File: src/rtl/core_inst_pkg.sv
// core_inst_pkg
//   Shared definitions for the core instruction sequencer and the core-side
//   instruction decode.
//   - Bit positions of every field in the 64-bit core instruction word.
//   - The idle instruction word: both SRAMs deselected, xmem held in read mode.
//   - The sequencer FSM state encoding.
package core_inst_pkg;

  localparam int LOAD       = 0;
  localparam int EXECUTE    = 1;
  localparam int L0_WR      = 2;
  localparam int L0_RD      = 3;
  localparam int IFIFO_RD   = 4;
  localparam int IFIFO_WR   = 5;
  localparam int OFIFO_RD   = 6;
  localparam int A_XMEM_LSB = 7;
  localparam int A_XMEM_W   = 11;
  localparam int WEN_XMEM   = 18;
  localparam int CEN_XMEM   = 19;
  localparam int A_PMEM_LSB = 20;
  localparam int A_PMEM_W   = 11;
  localparam int WEN_PMEM   = 31;
  localparam int CEN_PMEM   = 32;
  localparam int ACC        = 33;
  localparam int SFU_PASS   = 34;
  localparam int REN_PMEM   = 35;
  localparam int DEBUG      = 63;

  // CEN_pmem(32), CEN_xmem(19), WEN_xmem(18) high; everything else low.
  localparam logic [63:0] IDLE_WORD = 64'h0000_0001_000C_0000;

  typedef enum logic [3:0] {
    S_IDLE,
    S_KRST,
    S_WL0,
    S_WLD,
    S_GAP,
    S_EXEC,
    S_DRAIN,
    S_RDOUT,
    S_DONE
  } state_t;

endpackage

File: src/rtl/onij_addr_gen.sv
// onij_addr_gen
//   Tracks the input position (nx, ny) of the next OFIFO row and maps it to
//   the output-row address for the current kernel offset (kx, ky).
//   Ports:
//     clk, reset        clock, synchronous active-high reset
//     clr               clear nx/ny (start of a kij pass)
//     step              one OFIFO row popped; advance to the next nij
//     kx, ky            kernel offset of the current kij
//     valid             current nij lands inside the output map
//     addr              output row index oy*OUT_W+ox (meaningful when valid)
module onij_addr_gen #(
  parameter int IN_W = 6,
  parameter int K_W  = 3,
  parameter int CW   = $clog2(IN_W),
  parameter int AW   = 11
) (
  input  logic          clk,
  input  logic          reset,
  input  logic          clr,
  input  logic          step,
  input  logic [CW-1:0] kx,
  input  logic [CW-1:0] ky,
  output logic          valid,
  output logic [AW-1:0] addr
);

  localparam int            OUT_W   = IN_W - K_W + 1;
  localparam logic [CW-1:0] XY_LAST = CW'(IN_W - 1);
  localparam logic [CW-1:0] OUT_LIM = CW'(OUT_W);

  logic [CW-1:0] nx;
  logic [CW-1:0] ny;
  logic [CW-1:0] ox;
  logic [CW-1:0] oy;

  always_ff @(posedge clk) begin
    if (reset || clr) begin
      nx <= '0;
      ny <= '0;
    end else if (step) begin
      if (nx == XY_LAST) begin
        nx <= '0;
        // ny saturates so surplus pops cannot wrap back into the map
        if (ny != XY_LAST) ny <= ny + 1'b1;
      end else begin
        nx <= nx + 1'b1;
      end
    end
  end

  // Compare before subtracting so a negative offset never aliases into range.
  assign ox    = nx - kx;
  assign oy    = ny - ky;
  assign valid = (nx >= kx) && (ny >= ky) && (ox < OUT_LIM) && (oy < OUT_LIM);
  assign addr  = AW'(oy) * AW'(OUT_W) + AW'(ox);

endmodule

File: src/rtl/core_inst_sequencer.sv
// core_inst_sequencer
//   Generates the 64-bit core instruction stream for one full convolution:
//   per kernel index it resets the core, loads ROW weight words through L0
//   into the PE array, streams LEN_NIJ activations and accumulates every OFIFO
//   row into psum SRAM; finally it reads back the LEN_ONIJ output rows.
//   Ports:
//     clk, reset     clock, synchronous active-high reset
//     start          begin a pass (honoured only while idle)
//     ofifo_valid    core OFIFO holds a complete row
//     inst           registered core instruction word
//     core_reset     registered reset to core array/L0/OFIFO
//     busy, done     pass in progress / one-cycle completion pulse
//     kij_idx        current kernel index
//     rd_valid       sfp_out holds psum row rd_idx this cycle
//     rd_idx         output row index qualified by rd_valid
module core_inst_sequencer
  import core_inst_pkg::*;
#(
  parameter int ROW      = 8,
  parameter int COL      = 8,
  parameter int IN_W     = 6,
  parameter int K_W      = 3,
  parameter int WGT_BASE = 1024,
  parameter int GAP_CYC  = 10
) (
  input  logic        clk,
  input  logic        reset,
  input  logic        start,
  input  logic        ofifo_valid,
  output logic [63:0] inst,
  output logic        core_reset,
  output logic        busy,
  output logic        done,
  output logic [3:0]  kij_idx,
  output logic        rd_valid,
  output logic [3:0]  rd_idx
);

  localparam int OUT_W    = IN_W - K_W + 1;
  localparam int LEN_NIJ  = IN_W * IN_W;
  localparam int LEN_KIJ  = K_W * K_W;
  localparam int LEN_ONIJ = OUT_W * OUT_W;
  localparam int CW       = $clog2(IN_W);

  localparam logic [7:0]    PH_RST_LEN   = 8'(GAP_CYC);
  localparam logic [7:0]    PH_KRST_LAST = 8'(GAP_CYC + 1);
  localparam logic [7:0]    PH_ROW       = 8'(ROW);
  localparam logic [7:0]    PH_WL0_LAST  = 8'(ROW + 1);
  localparam logic [7:0]    PH_WLD_LAST  = 8'(COL + ROW);
  localparam logic [7:0]    PH_GAP_LAST  = 8'(GAP_CYC - 1);
  localparam logic [7:0]    PH_EXEC_LAST = 8'(LEN_NIJ);
  localparam logic [7:0]    PH_RD_LAST   = 8'(LEN_ONIJ - 1);
  localparam logic [7:0]    NIJ_END      = 8'(LEN_NIJ);
  localparam logic [3:0]    KIJ_LAST     = 4'(LEN_KIJ - 1);
  localparam logic [CW-1:0] K_LAST       = CW'(K_W - 1);
  localparam logic [10:0]   WGT_BASE_A   = 11'(WGT_BASE);

  state_t        state, state_n;
  logic [7:0]    phase, phase_n;
  logic [3:0]    kij;
  logic [CW-1:0] kx, ky;
  logic [7:0]    nij_cnt;
  logic [63:0]   inst_n;
  logic          core_reset_n;
  logic          pop;
  logic          clr;
  logic          kij_adv;
  logic          pvalid;
  logic [10:0]   paddr;
  logic [10:0]   xaddr;
  logic          rd_valid_p0;
  logic [3:0]    rd_idx_p0;

  onij_addr_gen #(
    .IN_W (IN_W),
    .K_W  (K_W),
    .CW   (CW),
    .AW   (11)
  ) u_addr (
    .clk   (clk),
    .reset (reset),
    .clr   (clr),
    .step  (pop),
    .kx    (kx),
    .ky    (ky),
    .valid (pvalid),
    .addr  (paddr)
  );

  assign xaddr   = WGT_BASE_A + 11'(kij) * 11'(ROW) + 11'(phase);
  assign kij_idx = kij;

  always_comb begin
    state_n      = state;
    phase_n      = phase + 8'd1;
    inst_n       = IDLE_WORD;
    core_reset_n = 1'b0;
    clr          = 1'b0;
    kij_adv      = 1'b0;
    inst_n[DEBUG]    = 1'b0;
    inst_n[REN_PMEM] = 1'b0;
    inst_n[WEN_XMEM] = 1'b1;
    inst_n[IFIFO_WR] = 1'b0;
    inst_n[IFIFO_RD] = 1'b0;

    // Rows are popped only while a pass still expects them; extra valid
    // cycles after the LEN_NIJ-th row are left in the OFIFO.
    pop = ((state == S_EXEC) || (state == S_DRAIN)) && ofifo_valid &&
          (nij_cnt < NIJ_END);
    if (pop) begin
      inst_n[OFIFO_RD] = 1'b1;
      inst_n[SFU_PASS] = (kij == 4'd0);
      inst_n[ACC]      = (kij != 4'd0);
      if (pvalid) begin
        inst_n[CEN_PMEM] = 1'b0;
        inst_n[WEN_PMEM] = 1'b1;
        inst_n[A_PMEM_LSB +: A_PMEM_W] = paddr;
      end
    end

    unique case (state)
      S_IDLE: begin
        phase_n = 8'd0;
        if (start) state_n = S_KRST;
      end
      S_KRST: begin
        core_reset_n = (phase < PH_RST_LEN);
        if (phase == PH_KRST_LAST) begin
          state_n = S_WL0;
          phase_n = 8'd0;
        end
      end
      S_WL0: begin
        // SRAM data lags the address by one cycle, so L0 writes run one
        // cycle past the last read.
        if (phase < PH_ROW) begin
          inst_n[CEN_XMEM] = 1'b0;
          inst_n[A_XMEM_LSB +: A_XMEM_W] = xaddr;
        end
        if (phase != 8'd0) inst_n[L0_WR] = 1'b1;
        if (phase == PH_WL0_LAST) begin
          state_n = S_WLD;
          phase_n = 8'd0;
        end
      end
      S_WLD: begin
        inst_n[L0_RD] = 1'b1;
        if (phase != 8'd0) inst_n[LOAD] = 1'b1;
        if (phase == PH_WLD_LAST) begin
          state_n = S_GAP;
          phase_n = 8'd0;
        end
      end
      S_GAP: begin
        if (phase == PH_GAP_LAST) begin
          state_n = S_EXEC;
          phase_n = 8'd0;
          clr     = 1'b1;
        end
      end
      S_EXEC: begin
        inst_n[CEN_XMEM] = 1'b0;
        inst_n[A_XMEM_LSB +: A_XMEM_W] = 11'(phase);
        inst_n[L0_RD] = 1'b1;
        if (phase == 8'd0) inst_n[L0_WR]   = 1'b1;
        else               inst_n[EXECUTE] = 1'b1;
        if (phase == PH_EXEC_LAST) begin
          state_n = S_DRAIN;
          phase_n = 8'd0;
        end
      end
      S_DRAIN: begin
        // phase holds at 0 while rows are outstanding, then counts the two
        // flush cycles.
        if (nij_cnt == NIJ_END) begin
          if (phase == 8'd1) begin
            phase_n = 8'd0;
            if (kij == KIJ_LAST) begin
              state_n = S_RDOUT;
            end else begin
              state_n = S_KRST;
              kij_adv = 1'b1;
            end
          end
        end else begin
          phase_n = 8'd0;
        end
      end
      S_RDOUT: begin
        inst_n[CEN_PMEM] = 1'b0;
        inst_n[WEN_PMEM] = 1'b0;
        inst_n[A_PMEM_LSB +: A_PMEM_W] = 11'(phase);
        if (phase == PH_RD_LAST) begin
          state_n = S_DONE;
          phase_n = 8'd0;
        end
      end
      S_DONE: begin
        state_n = S_IDLE;
        phase_n = 8'd0;
      end
      default: begin
        state_n = S_IDLE;
        phase_n = 8'd0;
      end
    endcase
  end

  always_ff @(posedge clk) begin
    if (reset) begin
      state       <= S_IDLE;
      phase       <= 8'd0;
      kij         <= 4'd0;
      kx          <= '0;
      ky          <= '0;
      nij_cnt     <= 8'd0;
      inst        <= IDLE_WORD;
      core_reset  <= 1'b0;
      busy        <= 1'b0;
      done        <= 1'b0;
      rd_valid_p0 <= 1'b0;
      rd_idx_p0   <= 4'd0;
      rd_valid    <= 1'b0;
      rd_idx      <= 4'd0;
    end else begin
      state      <= state_n;
      phase      <= phase_n;
      inst       <= inst_n;
      core_reset <= core_reset_n;
      done       <= (state == S_DONE);

      if ((state == S_IDLE) && start) begin
        busy <= 1'b1;
        kij  <= 4'd0;
        kx   <= '0;
        ky   <= '0;
      end else if (state == S_DONE) begin
        busy <= 1'b0;
      end

      if (kij_adv) begin
        kij <= kij + 4'd1;
        if (kx == K_LAST) begin
          kx <= '0;
          ky <= ky + 1'b1;
        end else begin
          kx <= kx + 1'b1;
        end
      end

      if (clr)      nij_cnt <= 8'd0;
      else if (pop) nij_cnt <= nij_cnt + 8'd1;

      // p0: read issued on inst; p1: psum row available on sfp_out
      rd_valid_p0 <= (state == S_RDOUT);
      if (state == S_RDOUT) rd_idx_p0 <= phase[3:0];
      rd_valid <= rd_valid_p0;
      rd_idx   <= rd_idx_p0;
    end
  end

endmodule

File: config.mk
export PLATFORM = sky130hd
export DESIGN_NAME = core_inst_sequencer
export DESIGN_NICKNAME = d
export VERILOG_FILES = /design/src/rtl/core_inst_pkg.sv /design/src/rtl/onij_addr_gen.sv /design/src/rtl/core_inst_sequencer.sv
export SDC_FILE = /design/constraint.sdc
export NUM_CORES = 1
export LEC_CHECK = 0
export BUFFER_PORTS_ARGS = -buffer_cell sky130_fd_sc_hd__buf_2
export CORE_ASPECT_RATIO = 0.9
export CORE_MARGIN = 1.5
export CORE_UTILIZATION = 45
export DETAILED_ROUTE_END_ITERATION = 7
export GPL_TIMING_DRIVEN = 0
export PLACE_DENSITY = 0.71
export SYNTH_ARGS = -nofsm -noshare
export SYNTH_HDL_FRONTEND = slang
export SYNTH_HIERARCHICAL = 1
export SYNTH_SLANG_ARGS = --single-unit
File: constraint.sdc
create_clock -name clk -period 3.02 [get_ports clk]
set_clock_uncertainty 0.1 [all_clocks]
set_input_delay 0.453 -clock clk [delete_from_list [all_inputs] [get_ports clk]]
set_output_delay 0.453 -clock clk [all_outputs]
set_load 0.02 [all_outputs]
==> results_dict.tcl, run 1 <==
set metrics [dict create \
    final_core_utilization_pct 55.82 \
    sequential_cell_area_sq_um 1602 \
    clock_tree.buffer_depth 2 \
    fill_cells 807 \
    drive_gt1_share_pct 22.36 \
    drt_drc_violations_left 0 \
    worst_path_bufs_invs 1 \
    cp.required_ns 3.13 \
    multiInputGateArea_sq_um 2185 \
    synthAdderAreaFrac_pct 8.138 \
    switchingPower_uw 763.6 \
    timing.setup.tns_ns 0 \
    finalWeightedCongestion 0.9134 \
    r2r.worst_path.cells 7 \
    synth.lib_cells_used.distinct 70 \
    nets 574 \
    worst_setup_path_class "register to register" \
    ir_worst_vdd_uv 241.2 \
    timing.critical_path.to_type "register" \
    quantity_of_i_o_buffers_inserted_on_ports 46 \
    rows 32 \
    synth.cells.most_frequent "dfxtp_1, buf_4, nor2_1, a21oi_1, nand2_1" \
    vias_per_cell 5.051 \
    timing.rr.start "phase[0]" \
    worstHoldPathType "input pin to register" \
    clock_sink_count 80 \
    asyncSetResetFlopFracSynth_pct 0 \
    crit_family "simple AND/OR/NAND/NOR gates" \
    layout_setup_ws_ns 0.1938 \
    grt_first_pass_wirelength_mm 14.90 \
    synth_top_family_by_area "simple AND/OR/NAND/NOR gates" \
    die-width_um 103.9 \
    die_height_um 93.78 \
    fin_crit_ns 2.826 \
    share_of_the_clock_period_used_by_the_worst_path_pct 93.58 \
    timing.hold.worst.start "reset" \
    pre_cts_ws_ns 0.2313 \
    start_util_pct 47.20 \
    routed_wl_mm 9.168 \
    outcome "complete, no violations" \
    instances_no_fill 669 \
    synth.avg_cell_area_sq_um 9.115 \
    clk_pin_slew_ns 0.09 \
    dieArea_sq_um 9739 \
    maxSlewHeadroom_pct 30.78 \
    synth_area_leader_cell "dfxtp_1" \
    post_synth_main_area_contributors "dfxtp_1, buf_4, ha_1" \
    grt-ovfl-total 0 \
    drt_pass1_iterations 5 \
    p_int_mw 1.716 \
    slew_violations 0 \
    grt_max_degree 17 \
    worst_path_max_fanout 8 \
    ioPinCount 80 \
    clock_power_share_pct 37.5 \
    grt_util_all_layers_pct 19.36 \
    cts_inserted_buffers 9 \
    cellPowerDensity_nw_per_um2 509.0 \
    n_antenna_cell 0 \
    vias 3379 \
    leading_register_cell_type_out_of_synthesis "dfxtp_1" \
    antenna_found_initial 0 \
    synth_compound_gate_area_share_pct 13.51 \
    hold_path_end "u_addr/ny[1]" \
    clock_tree_from_tritoncts "yes" \
    seq_area_frac_synth_pct 38.87 \
    place.detailed.instances 653 \
    critical_path_arrival_ns 2.94 \
    cts_hold_buffers 0 \
    number_of_synthesized_flops_with_an_enable_pin 0 \
    drv_cap 0 \
    worst_hold_path.num_cells 2 \
    actual_transition_at_the_worst_max_transition_pin_ns 1.030 \
    setup.reg_to_reg.worst_slack_ns 0.19 \
    regToRegEndpoint "phase[3]" \
    clkLatencyLatePin_ns 0.37 \
    core_sq_um 8728 \
    postSynthCellCount 452 \
    sw_ratio_pct 30.79 \
    finalSetupViolCount 0 \
    number_of_violations_reported_at_the_end_of_detailed_routing_iteration_0 209 \
    worstPathCellList "inv_1 -> ha_1 -> nor4b_1 -> a31oi_1 -> o21ba_2 -> nor3_1 -> a21oi_1" \
    postSynthRegisterBits 80 \
    timing.critical_path.slowest_cell_delay_ns 0.84 \
    critPathLaunch "phase[0]" \
    clock.fmax_mhz 353.8 \
    netlist.area_leader.share_pct 38.87 \
    final_routed_wire_length_divided_by_cell_count_um 13.70 \
    grt_pass1_vias 3052 \
    htreeDepth 3 \
    synth_mux_area_share_pct 2.490 \
    rsz0062_at_grt "no" \
    simple_gate_fraction_of_synth_area_pct 21.59 \
    antenna_violating_nets_post_route 0 \
    p_leak_nw 2.274 \
    synthesis.yosys.warnings 6 \
    timing.critical_path.slowest_stage_cell "nor3_1" \
    syn_area_sq_um 4120 \
    most_common_cell_in_the_netlist "dfxtp_1" \
    timing.critical_path.from_type "register" \
    hold_violations 0 \
    synth_to_final_area_change_pct 18.25 \
    dp.final_hpwl_mm 6.828 \
    cts_root_buffer "clkbuf_8" \
    pwr-share-seq_pct 44.3 \
    synthXorXnorAreaFrac_pct 3.614 \
    gate_power_share_pct 18.2 \
]
sequential cells by signal, indices dropped and copies added (netlist names), 3 cells and up:
| register | flops |
|---|---|
| rd_idx | 4 |
| state | 4 |
| u_addr/nx | 3 |
| nij_cnt | 8 |
| phase | 8 |
| inst | 31 |
| u_addr/ny | 3 |
| rd_idx_p0 | 4 |
| kij_idx | 4 |
| ky | 3 |
| kx | 3 |
worst max-delay path by stage:
stage                 end  slack (ns)  cells past startpoint
6_report         phase[3]        0.19                      7
5_1_grt          phase[3]        0.06                      7
4_1_cts        nij_cnt[4]        0.21                      7
3_5_place_dp   nij_cnt[4]        0.23                      7
3_3_place_gp   nij_cnt[4]        0.26                      7
2_1_floorplan       ky[0]        0.70                      8
power by group through the flow:
stage | combinational [mW] | sequential, mW | clock, mW
after floorplan | 0.327 | 1.13 | 0
after global placement | 0.430 | 1.12 | 0
after detailed placement | 0.433 | 1.12 | 0
after CTS | 0.435 | 1.10 | 0.947
after global routing | 0.489 | 1.10 | 0.992
final | 0.452 | 1.10 | 0.929
metrics by stage:
step	power, mW	hold WS, ns	instance area [sq um]
after global routing	2.583	0.2446	4872
after CTS	2.480	0.2365	4867
final	2.480	0.2504	4872
after floorplan	1.455	0.3138	4255
after global placement	1.552	0.3233	4634
after detailed placement	1.556	0.3373	4634
layer usage:
metal	GRT usage [%]	vias to the layer above	wire, um
met5	0	-	0
met4	6.134	0	91
met3	5.132	9	730
met2	31.51	138	4171
met1	25.12	1542	4174
li1	-	1690	-
timing repair:
action	in CTS	in global routing
setup buffers	0	0
resized for setup	0	1
setup endpoints to repair	0	5
kinds of logic after synthesis:
kind of cell | after synthesis
AO/OA/AOI/OAI | 78
XOR/XNOR | 17
adder cells (fa/ha/maj) | 25
buffers and inverters | 82
flip-flops | 80
multiplexers | 9
other | 3
AND/OR/NAND/NOR | 158
area by class of cell:
class                           count  share of cell area (%)
Tap cell                          119                   3.056
Timing Repair Buffer               46                   4.725
Buffer                             57                   7.807
Inverter                           25                   1.926
Clock buffer                        9                   2.542
Clock inverter                      7                   2.234
Sequential cell                    80                   32.87
Multi-Input combinational cell    326                   44.84
cell usage in the layout (no fill, tap or decap), types with 12 or more instances in the layout:
master,count
nor3_1,16
nand2_1,26
buf_4,38
dfxtp_1,80
a21oi_1,26
conb_1,39
buf_2,47
inv_1,25
nand3_1,12
nor2_1,36
clkbuf_1,15
ha_1,22
(Power assumes the default switching activity.)
==> run 2: changes to the inputs <==
--- a/config.mk
+++ b/config.mk
@@ -12,6 +12,7 @@
 export DETAILED_ROUTE_END_ITERATION = 7
 export GPL_TIMING_DRIVEN = 0
 export PLACE_DENSITY = 0.71
+export REMOVE_ABC_BUFFERS = 1
 export SYNTH_ARGS = -nofsm -noshare
 export SYNTH_HDL_FRONTEND = slang
 export SYNTH_HIERARCHICAL = 1
==> results_dict.tcl, run 2 (same netlist as run 1, synthesis figures left out) <==
set metrics [dict create \
    rows 32 \
    synth_to_final_area_change_pct 9.201 \
    outcome "complete, no violations" \
    clock_tree_from_tritoncts "yes" \
    grt_max_degree 42 \
    maxSlewHeadroom_pct 19.60 \
    routed_wl_mm 8.436 \
    antenna_violating_nets_post_route 0 \
    clkLatencyLatePin_ns 0.36 \
    clock_sink_count 80 \
    place.detailed.instances 596 \
    htreeDepth 3 \
    number_of_violations_reported_at_the_end_of_detailed_routing_iteration_0 131 \
    hold_violations 0 \
    grt_first_pass_wirelength_mm 14.11 \
    fill_cells 865 \
    finalSetupViolCount 0 \
    timing.critical_path.to_type "register" \
    worst_path_max_fanout 14 \
    detailed_place.area_sq_um 4254 \
    cellPowerDensity_nw_per_um2 532.6 \
    switchingPower_uw 717.7 \
    clk_pin_slew_ns 0.09 \
    final_common_cell "dfxtp_1" \
    finished_cell_area_sq_um 4499 \
    cts_root_buffer "clkbuf_8" \
    finalWeightedCongestion 0.9026 \
    clock.fmax_mhz 363.0 \
    actual_transition_at_the_worst_max_transition_pin_ns 1.197 \
    largest_reg_flops 31 \
    core_sq_um 8728 \
    timing.critical_path.slowest_cell_delay_ns 0.66 \
    antenna_found_initial 0 \
    biggest_register "inst" \
    dieArea_sq_um 9739 \
    biggest_regs "inst x31, nij_cnt x8, phase x8" \
    vias_per_cell 5.222 \
    timing.setup.tns_ns 0 \
    grt_pass1_vias 3010 \
    n_antenna_cell 0 \
    grt_util_all_layers_pct 17.99 \
    cp.required_ns 3.22 \
    final_routed_wire_length_divided_by_cell_count_um 13.78 \
    timing.critical_path.slowest_stage_cell "nor4bb_4" \
    ir_worst_vdd_uv 300.2 \
    critical_path_arrival_ns 2.96 \
    die-width_um 103.9 \
    slew_violations 0 \
    nets 517 \
    fin_crit_ns 2.755 \
    timing.critical_path.from_type "register" \
    sw_ratio_pct 29.95 \
    layout_common_cells "dfxtp_1, buf_2, conb_1" \
    gate_power_share_pct 15.6 \
    final.hold.worst_slack_ns 0.3482 \
    worst_setup_path_class "register to register" \
    instances_no_fill 612 \
    rsz0062_at_grt "no" \
    start_util_pct 47.20 \
    drive_gt1_share_pct 16.43 \
    cts_inserted_buffers 9 \
    clock_tree.buffer_depth 2 \
    die_height_um 93.78 \
    clock_power_share_pct 37.8 \
    cts_setup_buffers 0 \
    worst_path_bufs_invs 0 \
    grt-ovfl-total 0 \
    drt_pass1_iterations 4 \
    share_of_the_clock_period_used_by_the_worst_path_pct 91.23 \
    ioPinCount 80 \
    cts_hold_buffers 0 \
    vias 3196 \
    dp.final_hpwl_mm 5.995 \
    crit_family "simple AND/OR/NAND/NOR gates" \
    drt_drc_violations_left 0 \
    pwr-share-seq_pct 46.6 \
    p_int_mw 1.679 \
    worstHoldPathType "register to register" \
    p_leak_nw 2.025 \
    quantity_of_i_o_buffers_inserted_on_ports 46 \
    drv_cap 0 \
    worstPathCellList "nor4bb_4 -> o2111ai_1 -> nor2_1 -> and3_1 -> a22o_1" \
]
-- run 2: cell types whose count changed in the layout (fill, tap and decap cells not counted), sizes merged --
cell    change
buf        -42
clkbuf     -15
-- run 2: layer usage --
metal | track usage, % | part of all wire [%] | vias up
met5 | 0 | 0 | -
met4 | 6.366 | 1.3 | 0
met3 | 4.785 | 6.1 | 13
met2 | 30.24 | 46 | 117
met1 | 22.34 | 47 | 1492
li1 | - | - | 1574
-- run 2: worst paths after layout --
check                                 from         end  slack, ns  cells past startpoint
worst max-delay path              state[2]    inst[20]       0.26                      5
worst min-delay path            nij_cnt[6]  nij_cnt[6]       0.35                      2
worst max register to register    state[2]    inst[20]       0.26                      5
worst min register to register  nij_cnt[6]  nij_cnt[6]       0.35                      2
-- run 2: repair_timing --
item                                   CTS  global route
resized for setup                        1             1
setup endpoints to repair               15            11
pin swaps                                0             0
endpoints found under the hold margin    0             0
-- run 2: layout make-up --
| cell class | count | area, sq um | area share [%] |
|---|---|---|---|
| clock buffers | 9 | 123.9 | 2.753 |
| clock inverters | 7 | 106.4 | 2.364 |
| inverters | 25 | 93.84 | 2.086 |
| multi-input cells | 326 | 2195 | 48.78 |
| flip-flops and latches | 80 | 1602 | 35.60 |
| well taps | 119 | 148.9 | 3.309 |
| repair buffers | 46 | 230.2 | 5.117 |
-- run 2: worst register-to-register path: cells and delay by family, from the launching register on --
| family | cells | cell delay (ns) |
|---|---|---|
| AOI/OAI and AO/OA | 2 | 0.49 |
| DFF | 1 | 0.59 |
| and+or+nand+nor | 3 | 1.53 |
-- run 2: power groups by stage --
| stage | clock network [mW] | registers (mW) | logic [mW] |
|---|---|---|---|
| global placement | 0 | 1.14 | 0.357 |
| floorplan | 0 | 1.14 | 0.265 |
| CTS | 0.925 | 1.12 | 0.366 |
| finish | 0.905 | 1.12 | 0.373 |
| detailed placement | 0 | 1.14 | 0.361 |
| global route | 0.969 | 1.13 | 0.413 |
-- run 2: through the flow --
stage	setup WS (ns)	utilization (%)	power (mW)
after floorplan	0.4756	-	1.406
after global placement	-0.3423	48.74	1.497
after detailed placement	-0.3282	48.74	1.502
after CTS	0.05059	51.45	2.407
after global routing	0.01245	51.55	2.507
final	0.2649	51.55	2.397
==> run 3: changes to the inputs <==
--- a/config.mk
+++ b/config.mk
@@ -5,13 +5,13 @@
 export SDC_FILE = /design/constraint.sdc
 export NUM_CORES = 1
 export LEC_CHECK = 0
-export BUFFER_PORTS_ARGS = -buffer_cell sky130_fd_sc_hd__buf_2
-export CORE_ASPECT_RATIO = 0.9
+export CORE_ASPECT_RATIO = 0.6
 export CORE_MARGIN = 1.5
 export CORE_UTILIZATION = 45
 export DETAILED_ROUTE_END_ITERATION = 7
+export DONT_BUFFER_PORTS = 1
 export GPL_TIMING_DRIVEN = 0
-export PLACE_DENSITY = 0.71
+export PLACE_DENSITY = 0.66
 export REMOVE_ABC_BUFFERS = 1
 export SYNTH_ARGS = -nofsm -noshare
 export SYNTH_HDL_FRONTEND = slang
==> constraint.sdc (replaced) <==
create_clock -name clk -period 2.4 [get_ports clk]
set_clock_uncertainty 0.1 [all_clocks]
set_input_delay 0.36 -clock clk [delete_from_list [all_inputs] [get_ports clk]]
set_output_delay 0.36 -clock clk [all_outputs]
set_load 0.02 [all_outputs]
==> results_dict.tcl, run 3 (same netlist as run 1, synthesis figures left out) <==
set metrics [dict create \
    outcome "complete, no violations" \
    dieArea_sq_um 9758 \
    largest_reg_flops 31 \
    clock_tree_from_tritoncts "yes" \
    ioPinCount 80 \
    worst_hold_path.num_cells 1 \
    drt_pass1_iterations 6 \
    share_of_the_clock_period_used_by_the_worst_path_pct 96.73 \
    layout_setup_ws_ns 0.07852 \
    cellPowerDensity_nw_per_um2 722.5 \
    sw_ratio_pct 30.07 \
    timing.critical_path.slowest_cell_delay_ns 0.63 \
    dp.final_hpwl_mm 6.336 \
    ir_worst_vdd_uv 330.1 \
    final_core_utilization_pct 50.82 \
    actual_transition_at_the_worst_max_transition_pin_ns 1.023 \
    power_total_mw 3.189 \
    clkLatencyLatePin_ns 0.34 \
    timing.critical_path.slowest_stage_cell "or4_4" \
    worstPathCellList "or4_4 -> and4b_2 -> and3_4 -> nand3b_4 -> mux2_4" \
    cts_root_buffer "clkbuf_16" \
    final_routed_wire_length_divided_by_cell_count_um 16.16 \
    clock_power_share_pct 40.1 \
    vias 3098 \
    place.detailed.instances 543 \
    clock_sink_count 80 \
    fin_crit_ns 2.321 \
    maxSlewHeadroom_pct 31.29 \
    slew_violations 0 \
    detailed_place.area_sq_um 4015 \
    die_height_um 77.12 \
    setup.reg_to_reg.worst_slack_ns 0.08 \
    worstHoldPathType "input pin to register" \
    pwr-share-seq_pct 44.9 \
    biggest_regs "inst x31, nij_cnt x8, phase x8" \
    finished_cell_area_sq_um 4414 \
    hold_violations 0 \
    rows 26 \
    final.hold.worst_slack_ns 0.02308 \
    number_of_violations_reported_at_the_end_of_detailed_routing_iteration_0 269 \
    gate_power_share_pct 15.0 \
    final_common_cell "dfxtp_1" \
    clock_tree.buffer_depth 2 \
    grt_pass1_vias 2798 \
    layout_common_cells "dfxtp_1, conb_1, nor2_1" \
    grt-ovfl-total 0 \
    instances_no_fill 562 \
    routed_wl_mm 9.082 \
    htreeDepth 3 \
    die-width_um 126.5 \
    nets 474 \
    grt_first_pass_wirelength_mm 14.38 \
    switchingPower_uw 958.9 \
    p_leak_nw 1.829 \
    grt_max_degree 30 \
    start_util_pct 47.44 \
    r2r.worst_path.cells 5 \
    timing.hold.worst.start "reset" \
    cp.required_ns 2.53 \
    clock.fmax_mhz 430.8 \
    quantity_of_i_o_buffers_inserted_on_ports 0 \
    timing.setup.tns_ns 0 \
    timing.rr.start "phase[4]" \
    drt_drc_violations_left 0 \
    synth_to_final_area_change_pct 7.136 \
    core_sq_um 8686 \
    vias_per_cell 5.512 \
    grt_util_all_layers_pct 19.13 \
    antenna_violating_nets_post_route 0 \
    critical_path_arrival_ns 2.45 \
    drv_cap 0 \
    worst_setup_path_class "register to register" \
    n_antenna_cell 0 \
    timing.critical_path.from_type "register" \
    p_int_mw 2.230 \
    biggest_register "inst" \
    finalWeightedCongestion 0.8693 \
    antenna_found_initial 0 \
    drive_gt1_share_pct 12.22 \
    pre_cts_ws_ns -1.001 \
    timing.critical_path.to_type "register" \
    hold_path_end "state[2]" \
    cts_inserted_buffers 9 \
    rsz0062_at_grt "no" \
    regToRegEndpoint "ky[0]" \
    finalSetupViolCount 0 \
    clk_pin_slew_ns 0.06 \
    worst_path_max_fanout 11 \
]
==> run 3: final cells by class <==
type	instances	area (sq um)
clock buffer	9	225.2
sequential	80	1613
multi-input combinational	326	2252
clock inverter	7	55.05
inverter	25	93.84
fill	774	4272
timing repair buffer	3	35.03
tap	112	140.1
==> run 3: worst max-delay path by stage <==
stage / from / end / slack, ns / depth (start not counted)
2_1_floorplan: state[2] / u_addr/ny[1] / -0.14 / 6
3_3_place_gp: state[2] / inst[23] / -0.98 / 5
5_1_grt: phase[4] / ky[0] / 0.009 / 5
4_1_cts: phase[4] / ky[0] / 0.01 / 5
6_report: phase[4] / ky[0] / 0.08 / 5
3_5_place_dp: state[2] / inst[25] / -1.00 / 5
==> run 3: per-layer routing <==
| layer | wire [um] | track usage (%) | part of all wire (%) |
|---|---|---|---|
| met5 | 0 | 0 | 0 |
| met4 | 87 | 6.782 | 0.96 |
| met3 | 788 | 6.141 | 8.7 |
| met2 | 3722 | 27.10 | 41 |
| met1 | 4485 | 27.04 | 49 |
==> run 3: critical path: cells and delay by family (launching register included) <==
kind | cells | cell delay (ns)
AND/OR/NAND/NOR | 4 | 1.40
flip-flops | 1 | 0.39
multiplexers | 1 | 0.31
==> run 3: repair_timing <==
item                       4_1_cts  5_1_grt
buffers inserted                 1        1
hold buffers                     1        0
pin swaps                        1        1
cloned                           0        0
resized for setup               14       10
setup endpoints to repair       42       33
hold endpoints to repair        29        0
==> run 3: power by group through the flow <==
stage | Clock, mW | Sequential (mW) | Combinational (mW)
2_1_floorplan | 0 | 1.44 | 0.333
3_3_place_gp | 0 | 1.45 | 0.420
3_5_place_dp | 0 | 1.45 | 0.417
4_1_cts | 1.31 | 1.43 | 0.446
5_1_grt | 1.36 | 1.43 | 0.520
6_report | 1.28 | 1.43 | 0.479
